[src/rtl/bcd_serial_adder_ctrl_pkg.sv]
// Shared constants and the state encoding for the serial BCD adder controller.
package bcd_serial_adder_ctrl_pkg;

  localparam int         BCD_DIGIT_W = 4;
  localparam logic [3:0] BCD_MAX     = 4'd9;
  localparam logic [3:0] BCD_CORR    = 4'd6;

  typedef enum logic [1:0] {
    ST_IDLE = 2'd0,
    ST_ADD  = 2'd1,
    ST_DONE = 2'd2
  } state_e;

  // A nibble above 9 is not a legal BCD digit.
  function automatic logic digit_bad(input logic [3:0] d);
    return d > BCD_MAX;
  endfunction

endpackage

[src/rtl/bcd_serial_adder_ctrl_if.sv]
// Operand/result handshake bundle between producers, the controller and consumers.
interface bcd_serial_adder_ctrl_if #(
  parameter int DIGITS = 4
);
  import bcd_serial_adder_ctrl_pkg::*;

  localparam int W = BCD_DIGIT_W * DIGITS;

  logic         in_valid;
  logic         in_ready;
  logic [W-1:0] a;
  logic [W-1:0] b;
  logic         sub;
  logic         out_valid;
  logic         out_ready;
  logic [W-1:0] sum;
  logic         co;
  logic         err;
  logic         busy;

  modport master (
    output in_valid, a, b, sub, out_ready,
    input  in_ready, out_valid, sum, co, err, busy
  );

  modport slave (
    input  in_valid, a, b, sub, out_ready,
    output in_ready, out_valid, sum, co, err, busy
  );

endinterface

[src/rtl/bcd_serial_adder_ctrl_digit_add.sv]
// Single-digit BCD adder with decimal carry; time-shared across digits by the controller.
module bcd_digit_add
  import bcd_serial_adder_ctrl_pkg::*;
(
  input  logic [3:0] a,
  input  logic [3:0] b,
  input  logic       ci,
  output logic [3:0] s,
  output logic       co
);

  logic [4:0] t;

  // Binary sum then +6 correction when the digit overflows past 9.
  always_comb begin
    t = {1'b0, a} + {1'b0, b} + {4'b0000, ci};
    if (t > {1'b0, BCD_MAX}) begin
      s  = t[3:0] + BCD_CORR;
      co = 1'b1;
    end else begin
      s  = t[3:0];
      co = 1'b0;
    end
  end

endmodule

[src/rtl/bcd_serial_adder_ctrl.sv]
// Serial packed-BCD add/subtract controller: one digit per clock, LSD first.
// Subtraction is A + nines'(B) + 1; the final carry is inverted into a borrow.
module bcd_serial_adder_ctrl
  import bcd_serial_adder_ctrl_pkg::*;
#(
  parameter int DIGITS = 4
) (
  input logic                    clk,
  input logic                    rst,
  bcd_serial_adder_ctrl_if.slave bus
);

  localparam int W     = BCD_DIGIT_W * DIGITS;
  localparam int IDX_W = (DIGITS > 1) ? $clog2(DIGITS) : 1;
  localparam logic [IDX_W-1:0] LAST_IDX = IDX_W'(DIGITS - 1);

  state_e             state_q, state_d;
  logic [IDX_W-1:0]   idx_q, idx_d;
  logic               carry_q, carry_d;
  logic [W-1:0]       a_q, a_d;
  logic [W-1:0]       b_q, b_d;
  logic               sub_q, sub_d;
  logic [W-1:0]       sum_q, sum_d;
  logic               co_q, co_d;
  logic               err_q, err_d;

  logic               in_bad;
  logic [3:0]         dig_a, dig_b, dig_s;
  logic               dig_co;

  // Flag any non-BCD nibble in the presented operands.
  always_comb begin
    in_bad = 1'b0;
    for (int i = 0; i < DIGITS; i++) begin
      if (digit_bad(bus.a[i*BCD_DIGIT_W +: BCD_DIGIT_W]) ||
          digit_bad(bus.b[i*BCD_DIGIT_W +: BCD_DIGIT_W]))
        in_bad = 1'b1;
    end
  end

  // Select the current digit pair; B is nines'-complemented when subtracting.
  always_comb begin
    dig_a = a_q[int'(idx_q)*BCD_DIGIT_W +: BCD_DIGIT_W];
    dig_b = b_q[int'(idx_q)*BCD_DIGIT_W +: BCD_DIGIT_W];
    if (sub_q) dig_b = BCD_MAX - dig_b;
  end

  bcd_digit_add u_digit_add (
    .a  (dig_a),
    .b  (dig_b),
    .ci (carry_q),
    .s  (dig_s),
    .co (dig_co)
  );

  // Next-state and datapath updates.
  always_comb begin
    state_d = state_q;
    idx_d   = idx_q;
    carry_d = carry_q;
    a_d     = a_q;
    b_d     = b_q;
    sub_d   = sub_q;
    sum_d   = sum_q;
    co_d    = co_q;
    err_d   = err_q;
    case (state_q)
      ST_IDLE: begin
        if (bus.in_valid) begin
          a_d     = bus.a;
          b_d     = bus.b;
          sub_d   = bus.sub;
          idx_d   = '0;
          carry_d = bus.sub;
          sum_d   = '0;
          co_d    = 1'b0;
          err_d   = in_bad;
          state_d = in_bad ? ST_DONE : ST_ADD;
        end
      end
      ST_ADD: begin
        sum_d[int'(idx_q)*BCD_DIGIT_W +: BCD_DIGIT_W] = dig_s;
        carry_d = dig_co;
        idx_d   = idx_q + 1'b1;
        if (idx_q == LAST_IDX) begin
          co_d    = sub_q ? ~dig_co : dig_co;
          state_d = ST_DONE;
        end
      end
      ST_DONE: begin
        if (bus.out_ready) state_d = ST_IDLE;
      end
      default: state_d = ST_IDLE;
    endcase
  end

  // State and datapath registers with synchronous reset.
  always_ff @(posedge clk) begin
    if (rst) begin
      state_q <= ST_IDLE;
      idx_q   <= '0;
      carry_q <= 1'b0;
      a_q     <= '0;
      b_q     <= '0;
      sub_q   <= 1'b0;
      sum_q   <= '0;
      co_q    <= 1'b0;
      err_q   <= 1'b0;
    end else begin
      state_q <= state_d;
      idx_q   <= idx_d;
      carry_q <= carry_d;
      a_q     <= a_d;
      b_q     <= b_d;
      sub_q   <= sub_d;
      sum_q   <= sum_d;
      co_q    <= co_d;
      err_q   <= err_d;
    end
  end

  assign bus.in_ready  = (state_q == ST_IDLE);
  assign bus.out_valid = (state_q == ST_DONE);
  assign bus.busy      = (state_q != ST_IDLE);
  assign bus.sum       = sum_q;
  assign bus.co        = co_q;
  assign bus.err       = err_q;

endmodule

[src/flat_wrapper.sv]
// flat-port wrapper written by rule: the top's interface ports become plain ports
module bcd_serial_adder_ctrl_flat import bcd_serial_adder_ctrl_pkg::*;
#(
  parameter int DIGITS = 4
)
  (clk, rst, bus_in_valid, bus_a, bus_b, bus_sub, bus_out_ready, bus_in_ready, bus_out_valid, bus_sum, bus_co, bus_err, bus_busy);
  bcd_serial_adder_ctrl_if #(.DIGITS(DIGITS)) bus_i ();
  input logic clk;
  input logic rst;
  input wire logic [$bits(bus_i.in_valid)-1:0] bus_in_valid;
  input wire logic [$bits(bus_i.a)-1:0] bus_a;
  input wire logic [$bits(bus_i.b)-1:0] bus_b;
  input wire logic [$bits(bus_i.sub)-1:0] bus_sub;
  input wire logic [$bits(bus_i.out_ready)-1:0] bus_out_ready;
  output wire logic [$bits(bus_i.in_ready)-1:0] bus_in_ready;
  output wire logic [$bits(bus_i.out_valid)-1:0] bus_out_valid;
  output wire logic [$bits(bus_i.sum)-1:0] bus_sum;
  output wire logic [$bits(bus_i.co)-1:0] bus_co;
  output wire logic [$bits(bus_i.err)-1:0] bus_err;
  output wire logic [$bits(bus_i.busy)-1:0] bus_busy;
  assign bus_i.in_valid = bus_in_valid;
  assign bus_i.a = bus_a;
  assign bus_i.b = bus_b;
  assign bus_i.sub = bus_sub;
  assign bus_i.out_ready = bus_out_ready;
  assign bus_in_ready = bus_i.in_ready;
  assign bus_out_valid = bus_i.out_valid;
  assign bus_sum = bus_i.sum;
  assign bus_co = bus_i.co;
  assign bus_err = bus_i.err;
  assign bus_busy = bus_i.busy;
  bcd_serial_adder_ctrl #(.DIGITS(DIGITS)) u_core (.clk(clk), .rst(rst), .bus(bus_i));
endmodule
[config.mk]
export PLATFORM = sky130hd
export DESIGN_NAME = bcd_serial_adder_ctrl_flat
export DESIGN_NICKNAME = d
export VERILOG_FILES = /design/src/rtl/bcd_serial_adder_ctrl_pkg.sv /design/src/rtl/bcd_serial_adder_ctrl_if.sv /design/src/rtl/bcd_serial_adder_ctrl_digit_add.sv /design/src/rtl/bcd_serial_adder_ctrl.sv /design/src/flat_wrapper.sv
export SDC_FILE = /design/constraint.sdc
export NUM_CORES = 1
export LEC_CHECK = 0
export CORE_UTILIZATION = 35
export CTS_BUF_LIST = sky130_fd_sc_hd__clkbuf_16
export DETAILED_ROUTE_END_ITERATION = 12
export GPL_ROUTABILITY_DRIVEN = 0
export PLACE_DENSITY = 0.56
export REMOVE_ABC_BUFFERS = 1
export SYNTH_ARGS = -nofsm -noshare
export SYNTH_HDL_FRONTEND = slang
export SYNTH_SLANG_ARGS = --single-unit
[constraint.sdc]
create_clock -name clk -period 8.5 [get_ports clk]
set_clock_uncertainty 0.05 [all_clocks]
set_input_delay 2.125 -clock clk [delete_from_list [all_inputs] [get_ports clk]]
set_output_delay 2.125 -clock clk [all_outputs]
set_load 0.01 [all_outputs]
==> flow_summary_export.csv, run 1 <==
group,metric,value,unit
run_status,status,"finished, final reports clean",
placed_design,dp_hpwl,4890,microns
yosys,synth_top_cell_area_share,39.8,%
route,via_per_inst,5.11,
placed_design,place_area,3450,sq um
global_routing,grt_pass1_vias,2336,
finish,n_antenna_cell,0,
clocking,htree_levels,2,
critical_path,required,8650,ps
critical_path,path_buf_inv,2,
power,power,0.589,mW
finish,num-nets-final,435,
timing,min_period_over_period,50.8,%
timing,setup_ws,4180,ps
clocking,clkLatencyLatePin,290,ps
yosys,syn_area_per_cell,8.24,sq um
floorplan,dieWidth,91.7,microns
yosys,yosysSeqAreaShare,39.8,%
route,vias,2500,
global_routing,grt_max_degree,63,
clocking,cts_buffers,5,
floorplan,coreArea,7770,sq um
critical_path,crit_path_start_kind,"flip-flop",
global_routing,grt_pass1_wl,11300,microns
yosys,yosys_warnings,0,
critical_path,worstSetupEndpointType,"flip-flop",
run,max_cap_viol_count,0,
yosys,yosys-top-cells-count,"nand2_1 (83), dfxtp_1 (56), a21oi_1 (45)",
clocking,clockRootBuffer,"clkbuf_16",
global_routing,grt.overflow.total,0,
hold_path,hp-class,"reg -> reg",
clocking,hold_buffers,0,
timing,timing.fmax,0.232,GHz
timing,period_needed,4320,ps
critical_path,cp_data_arrival_time,4470,ps
floorplan,die_h,91.7,microns
floorplan,row_count,32,
finish,drive_above_1_share,5.94,%
yosys,synth_most_common_cell,"nand2_1",
power,leakagePower,1.29,nW
yosys,async_flop_share,0,%
yosys,syn_area,2820,sq um
yosys,ys_types,49,
timing,worstMarginPinSlew,1080,ps
placed_design,place_ws,4180,ps
yosys,synth_edf_count,0,
finish,nFillCells,792,
finish,post-route-cell-area,3590,sq um
clocking,postCtsResizedCells,0,
clocking,post_cts_buffers,0,
critical_path,max_stage_delay,820,ps
critical_path,cp_top_family,"adder cells",
finish,utilization,46.2,%
floorplan,ios,58,
global_routing,antenna_found_initial,0,
yosys,synthFlopType,"dfxtp_1",
route,drcViolationCount,0,
yosys,synth-seq-cells,56,
placed_design,port-buffer-count,57,
power,power_density,164,nW/um^2
finish,seq_area,1120,sq um
route,routedWlPerCell,13.6,microns
yosys,synth_area_leaders,"dfxtp_1 (40%), nand2_1 (11%), a21oi_1 (8.0%)",
timing,timing.final.max_slew_violations,0,
route,drtIter0Drc,77,
timing,slew_headroom,27.7,%
timing,finalHoldViolCount,0,
route,drt_pre_antenna_iters,4,
power,peakVddDrop,107,uV
clocking,cts_buffer_depth,2,
floorplan,start_util,36.3,%
route,ant_nets,0,
critical_path,path_cells,"mux4_2 > xnor2_1 > fa_1 > inv_1 > fa_1 > inv_1 > ha_1 > a22o_1 > o31a_1 > mux2_4 > o31ai_2",
timing,finalSetupTns,0,ps
timing,rsz0062_at_grt,"no",
yosys,syn_inst,342,
clocking,cts.clk_slew.worst_paths,70,ps
critical_path,slowest_stage,"dfxtp_1",
timing,setup_violations,0,
floorplan,die_area,8420,sq um
yosys,yosysTopAreaCell,"dfxtp_1",
route,drt_wl_total,6650,microns
critical_path,path_class,"reg -> reg",
clocking,cts_tree,"yes",
finish,synthToLayoutAreaGrowth,27.2,%
global_routing,track_usage,16.4,%
clocking,cts_num_sinks,56,
critical_path,crit_fanout,18,
finish,multiInputGateArea,1570,sq um
==> kinds of logic (layout without fill, tap and decap cells) <==
logic type / Yosys count / in the layout / synth area share [%]
buf+inv: 36 / 81 / 4.88
fa+ha+maj: 11 / 11 / 5.42
xor+xnor: 3 / 3 / 0.932
compound gates: 86 / 86 / 18.8
flops: 56 / 56 / 39.8
mux: 10 / 10 / 7.28
simple gates: 140 / 140 / 22.9
==> area by class of cell <==
class | instances | share of cell area (%)
sequential | 56 | 31.3
timing repair buffer | 59 | 16.2
inverter | 15 | 1.57
multi-input combinational | 250 | 43.7
clock inverter | 2 | 0.244
clock buffer | 5 | 3.49
tap | 102 | 3.56
==> power breakdown <==
part           internal, mW  total, mW  switching (mW)  leakage, nW
sequential            0.274      0.282         0.00778        0.457
clock                 0.106      0.193          0.0872       0.0709
combinational        0.0511      0.114          0.0633        0.762
==> routing by layer <==
| metal | vias up | global-route usage, % | share of wire [%] |
|---|---|---|---|
| li1 | 1285 | - | - |
| met3 | 3 | 2.49 | 3.1 |
| met4 | 0 | 2.73 | 0.32 |
| met5 | - | 0 | 0 |
| met2 | 48 | 28.3 | 48 |
| met1 | 1164 | 22.1 | 48 |
==> worst paths after layout <==
kind | start | endpoint | slack (ps) | cells after the start
setup reg to reg | u_core.idx_q[0] | u_core.bus.sum[2] | 4180 | 11
hold reg to reg | u_core.a_q[2] | u_core.a_q[2] | 400 | 2
setup / recovery | u_core.idx_q[0] | u_core.bus.sum[2] | 4180 | 11
hold / removal | u_core.a_q[2] | u_core.a_q[2] | 400 | 2
==> placed cells by master (no fill, tap or decap), types with 3 or more instances in the layout <==
master	Yosys	layout
dfxtp_1	56	56
o31ai_1	6	6
nor2b_1	5	5
clkdlybuf4s50_1	0	56
a31oi_1	4	4
nand2_1	83	83
nor3_1	3	3
a21o_1	4	4
inv_1	15	16
clkbuf_16	0	5
ha_1	9	9
and3_1	3	3
or4_1	5	5
o21ai_0	10	10
nand3_1	4	4
nand4_1	6	6
nor2_1	17	17
xnor2_1	3	3
mux4_2	8	8
a21oi_1	45	45
nand2b_1	3	3
==> flip-flops by register name (all words and copies together), names as in the netlist <==
signal          flops
u_core.bus.err      1
u_core.carry_q      1
u_core.idx_q        2
u_core.b_q         16
u_core.bus.sum     16
u_core.a_q         16
u_core.sub_q        1
u_core.state_q      2
u_core.bus.co       1
==> stage by stage <==
stage	hold WS, ps	cells
finish	404	489
global route	421	489
CTS	406	489
detailed placement	394	482
global placement	388	482
floorplan	377	321
==> tightest hold or removal path: cells and delay by family (launching register included) <==
kind / cells / cell delay, ps
AO/OA/AOI/OAI: 1 / 50
flip-flops: 1 / 310
AND/OR/NAND/NOR: 1 / 50
Note: power is estimated with default switching activity, not from simulation.
==> run 2: changes to the inputs <==
PLACE_DENSITY = 0.58   (was 0.56)
clock period = 3.7 ns   (was 8.5 ns; I/O delays follow)
==> flow_summary_export.csv, run 2 (same netlist as run 1, synthesis figures left out) <==
group,metric,value,unit
run_status,status,"finished, final reports clean",
global_routing,track_usage,17.3,%
timing,holdWs,400,ps
critical_path,rr_startpoint,"u_core.idx_q[0]",
power,power_density,379,nW/um^2
finish,layout_common_cells,"nand2_1 (83), clkdlybuf4s50_1 (56), dfxtp_1 (55), a21oi_1 (45), nor2_1 (17)",
critical_path,reg2reg_slack,240,ps
route,drt_pre_antenna_iters,4,
floorplan,dieWidth,91.7,microns
route,drtIter0Drc,86,
route,drt_wl_total,6900,microns
global_routing,grt_pass1_wl,11700,microns
route,ant_nets,0,
timing,slew_headroom,62.1,%
power,peakVddDrop,255,uV
route,routedWlPerCell,13.8,microns
finish,synthToLayoutAreaGrowth,30.5,%
clocking,htree_levels,2,
critical_path,max_stage_delay,560,ps
critical_path,path_class,"reg -> reg",
critical_path,cp_top_family,"multiplexers",
critical_path,worstSetupEndpointType,"flip-flop",
critical_path,r2r.worst_path.cells,12,
timing,rsz0062_at_grt,"no",
timing,min_period_over_period,93.5,%
clocking,post_cts_buffers,0,
timing,finalSetupTns,0,ps
finish,num-nets-final,443,
floorplan,die_area,8420,sq um
clocking,cts_buffers,5,
placed_design,port-buffer-count,57,
global_routing,grt_max_degree,38,
floorplan,coreArea,7770,sq um
clocking,cts_num_sinks,56,
hold_path,min_to,"u_core.b_q[11]",
timing,finalHoldViolCount,0,
clocking,clockRootBuffer,"clkbuf_16",
critical_path,path_buf_inv,1,
critical_path,crit_path_start_kind,"flip-flop",
critical_path,critical_path.most_common_cell,"ha_1",
finish,drive_above_1_share,8.84,%
route,vias,2557,
timing,timing.final.max_slew_violations,0,
critical_path,slowest_stage,"mux4_2",
finish,post-route-cell-area,3680,sq um
route,drcViolationCount,0,
placed_design,place_area,3520,sq um
placed_design,place_ws,55.0,ps
hold_path,hp-class,"reg -> reg",
floorplan,ios,58,
power,leakagePower,1.34,nW
placed_design,dp_hpwl,5170,microns
global_routing,grt.overflow.total,0,
global_routing,grt_pass1_vias,2455,
timing,setup_ws,241,ps
floorplan,start_util,36.3,%
finish,n_antenna_cell,0,
critical_path,required,3860,ps
route,via_per_inst,5.13,
hold_path,hold-path-cell-count,2,
clocking,cts_tree,"yes",
finish,nFillCells,791,
finish,multiInputGateArea,1570,sq um
timing,period_needed,3460,ps
critical_path,crit_fanout,6,
floorplan,die_h,91.7,microns
finish,seq_area,1120,sq um
critical_path,path_cells,"mux4_2 > inv_1 > ha_1 > nand2_1 > o21ai_0 > ha_1 > xnor2_1 > ha_1 > a22o_1 > o31a_1 > mux2_4 > o31ai_2",
clocking,hold_buffers,0,
hold_path,min_from,"u_core.b_q[11]",
finish,layout_commonest_cell,"nand2_1",
floorplan,row_count,32,
critical_path,cp_data_arrival_time,3610,ps
clocking,clkLatencyLatePin,290,ps
timing,timing.fmax,0.289,GHz
clocking,cts.clk_slew.worst_paths,70,ps
timing,setup_violations,0,
timing,worstMarginPinSlew,569,ps
global_routing,antenna_found_initial,0,
clocking,cts_buffer_depth,2,
run,max_cap_viol_count,0,
critical_path,r2r-end,"u_core.bus.sum[2]",
clocking,postCtsResizedCells,0,
[run 2: area by class of cell]
type | instances | share of cell area (%)
Multi-Input combinational cell | 250 | 42.8
Sequential cell | 56 | 30.6
Timing Repair Buffer | 67 | 17.7
Tap cell | 102 | 3.47
Clock buffer | 5 | 3.40
Inverter | 15 | 1.53
Clock inverter | 3 | 0.510
[run 2: how the worst max path moves through the flow]
stage	end	depth (start not counted)	startpoint	slack, ps
finish	u_core.bus.sum[2]	12	u_core.idx_q[0]	240
global route	u_core.bus.sum[2]	12	u_core.idx_q[1]	30
CTS	u_core.bus.sum[2]	12	u_core.idx_q[0]	40
detailed placement	u_core.bus.sum[2]	12	u_core.idx_q[0]	50
global placement	u_core.bus.sum[2]	12	u_core.idx_q[0]	180
floorplan	u_core.bus.sum[2]	11	u_core.idx_q[0]	-230
[run 2: layer usage]
| layer | GRT usage (%) | share of wire, % | vias to the layer above |
|---|---|---|---|
| li1 | - | - | 1304 |
| met1 | 22.6 | 46 | 1174 |
| met2 | 29.2 | 48 | 70 |
| met3 | 3.40 | 4.3 | 9 |
| met4 | 4.82 | 1.7 | 0 |
| met5 | 0 | 0 | - |
[run 2: worst register-to-register path, cell delays in order, from the launching register on]
cell,delay [ps]
dfxtp_4,400
mux4_2,560
inv_1,90
ha_1,230
nand2_1,60
o21ai_0,90
ha_1,380
xnor2_1,180
ha_1,240
a22o_1,230
o31a_1,300
mux2_4,350
o31ai_2,210
[run 2: report_power, final]
part	switching (mW)	internal, mW	total [mW]
Clock	0.214	0.250	0.464
Sequential	0.0188	0.628	0.647
Combinational	0.151	0.133	0.283
[run 2: stage by stage]
stage	util, %	instances	power [mW]
detailed placement	45.4	490	0.945
CTS	47.2	498	1.41
floorplan	-	321	0.813
global placement	45.4	490	0.940
finish	47.4	498	1.39
global route	47.4	498	1.47
==> run 3: changes to the inputs <==
CORE_MARGIN = 3   (was not set)
HOLD_SLACK_MARGIN = 0.08   (was not set)
SKIP_LAST_GASP = 1   (was not set)
==> flow_summary_export.csv, run 3 (same netlist as run 1, synthesis figures left out) <==
group,metric,value,unit
clocking,post_cts_buffers,0,
clocking,cts_num_sinks,56,
finish,n_antenna_cell,0,
timing,worstMarginPinSlew,588,ps
route,ant_nets,0,
critical_path,required,3850,ps
finish,multiInputGateArea,1570,sq um
global_routing,grt_pass1_vias,2448,
global_routing,grt_max_degree,36,
floorplan,coreArea,7770,sq um
placed_design,port-buffer-count,57,
critical_path,cp_data_arrival_time,3630,ps
finish,post-route-cell-area,3700,sq um
critical_path,crit_path_start,"u_core.idx_q[0]",
floorplan,dieWidth,95.7,microns
timing,setup_violations,0,
global_routing,antenna_found_initial,0,
route,drtIter0Drc,66,
global_routing,grt.overflow.total,0,
floorplan,start_util,36.3,%
finish,layout_commonest_cell,"nand2_1",
finish,num-nets-final,443,
timing,min_period_over_period,94.1,%
clocking,hold_buffers,0,
critical_path,crit_fanout,5,
timing,period_needed,3480,ps
finish,utilization,47.6,%
floorplan,die_area,9170,sq um
finish,seq_area,1120,sq um
critical_path,r2r-end,"u_core.bus.sum[10]",
clocking,cts.clk_slew.worst_paths,70,ps
route,drt_wl_total,6790,microns
run,max_cap_viol_count,0,
run_status,status,"finished, final reports clean",
timing,timing.final.max_slew_violations,0,
power,peakVddDrop,183,uV
route,routedWlPerCell,13.6,microns
clocking,cts_buffers,5,
floorplan,die_h,95.7,microns
hold_path,hp-class,"reg -> reg",
placed_design,place_ws,119,ps
finish,layout_common_cells,"nand2_1 (83), clkdlybuf4s50_1 (56), dfxtp_1 (55), a21oi_1 (45), nor2_1 (17)",
placed_design,dp_hpwl,5270,microns
critical_path,crit_path_start_kind,"flip-flop",
route,vias,2564,
critical_path,r2r.worst_path.cells,11,
clocking,clockRootBuffer,"clkbuf_16",
power,leakagePower,1.35,nW
route,drcViolationCount,0,
route,drt_pre_antenna_iters,4,
finish,synthToLayoutAreaGrowth,31.1,%
timing,finalHoldViolCount,0,
finish,drive_above_1_share,8.33,%
placed_design,place_area,3520,sq um
global_routing,track_usage,15.4,%
clocking,clkLatencyLatePin,290,ps
floorplan,ios,58,
placed_design,placed_cells,490,
critical_path,worstSetupEndpoint,"u_core.bus.sum[10]",
clocking,cts_tree,"yes",
critical_path,reg2reg_slack,220,ps
timing,slew_headroom,60.8,%
critical_path,rr_startpoint,"u_core.idx_q[0]",
floorplan,row_count,32,
timing,rsz0062_at_grt,"no",
finish,nFillCells,803,
power,power_density,393,nW/um^2
route,via_per_inst,5.15,
finish,layout.cells.non_filler,498,
timing,setup_ws,220,ps
clocking,htree_levels,2,
timing,timing.fmax,0.287,GHz
critical_path,path_class,"reg -> reg",
global_routing,grt_pass1_wl,11200,microns
clocking,cts_buffer_depth,2,
critical_path,worstSetupEndpointType,"flip-flop",
-- run 3: cell count changes in the layout (fill, tap and decap cells not counted) --
cell,previous run,this run
dfxtp_2,0,1
bufinv_16,0,1
clkinv_4,1,0
dfxtp_4,1,0
clkinv_1,0,2
clkinv_2,2,0
-- run 3: cell type report --
type                       instances  area share, %
tap                              102           3.45
multi-input combinational        250           42.6
inverter                          15           1.52
clock inverter                     3           1.02
timing repair buffer              67           17.7
clock buffer                       5           3.39
sequential                        56           30.4
-- run 3: routing by layer --
layer | part of all wire, % | track usage [%] | vias to the layer above
li1 | - | - | 1303
met1 | 45 | 18.9 | 1196
met2 | 49 | 27.4 | 55
met3 | 4.4 | 2.89 | 10
met4 | 1.6 | 4.27 | 0
met5 | 0 | 0 | -
-- run 3: how the worst min path moves through the flow --
stage	depth (start not counted)	startpoint	to	slack (ps)
global placement	2	u_core.a_q[3]	u_core.a_q[3]	390
global route	2	u_core.a_q[9]	u_core.a_q[9]	430
floorplan	2	u_core.a_q[10]	u_core.a_q[10]	380
finish	2	u_core.bus.sum[15]	u_core.bus.sum[15]	400
CTS	2	u_core.a_q[3]	u_core.a_q[3]	410
detailed placement	2	u_core.bus.sum[15]	u_core.bus.sum[15]	400
-- run 3: what timing repair did --
action                                  4_1_cts  5_1_grt
endpoints found under the hold margin         0        0
gates resized for setup                       0        2
endpoints found under the setup margin        0       10
-- run 3: power by group --
part           leakage, nW  internal [mW]  switching (mW)  total [mW]
sequential           0.458          0.629          0.0180       0.647
combinational        0.809          0.133           0.148       0.282
clock               0.0789          0.315           0.211       0.526
total                 1.35           1.08           0.377        1.45
-- run 3: per-stage QoR --
step	power [mW]	TNS [ps]	hold WS [ps]
CTS	1.47	0	407
finish	1.45	0	405
global placement	0.939	0	390
floorplan	0.813	-1050	377
global route	1.53	0	428
detailed placement	0.944	0	395
-- run 3: worst max-delay path, cell delays in order, from the launching register on --
cell and delay (ps):
dfxtp_2 410, mux4_2 530, xnor2_1 210, fa_1 220, inv_1 60, fa_1 430, xnor2_2 180, ha_1 230
a22o_1 230, o31a_1 300, mux2_4 350, o31ai_1 200
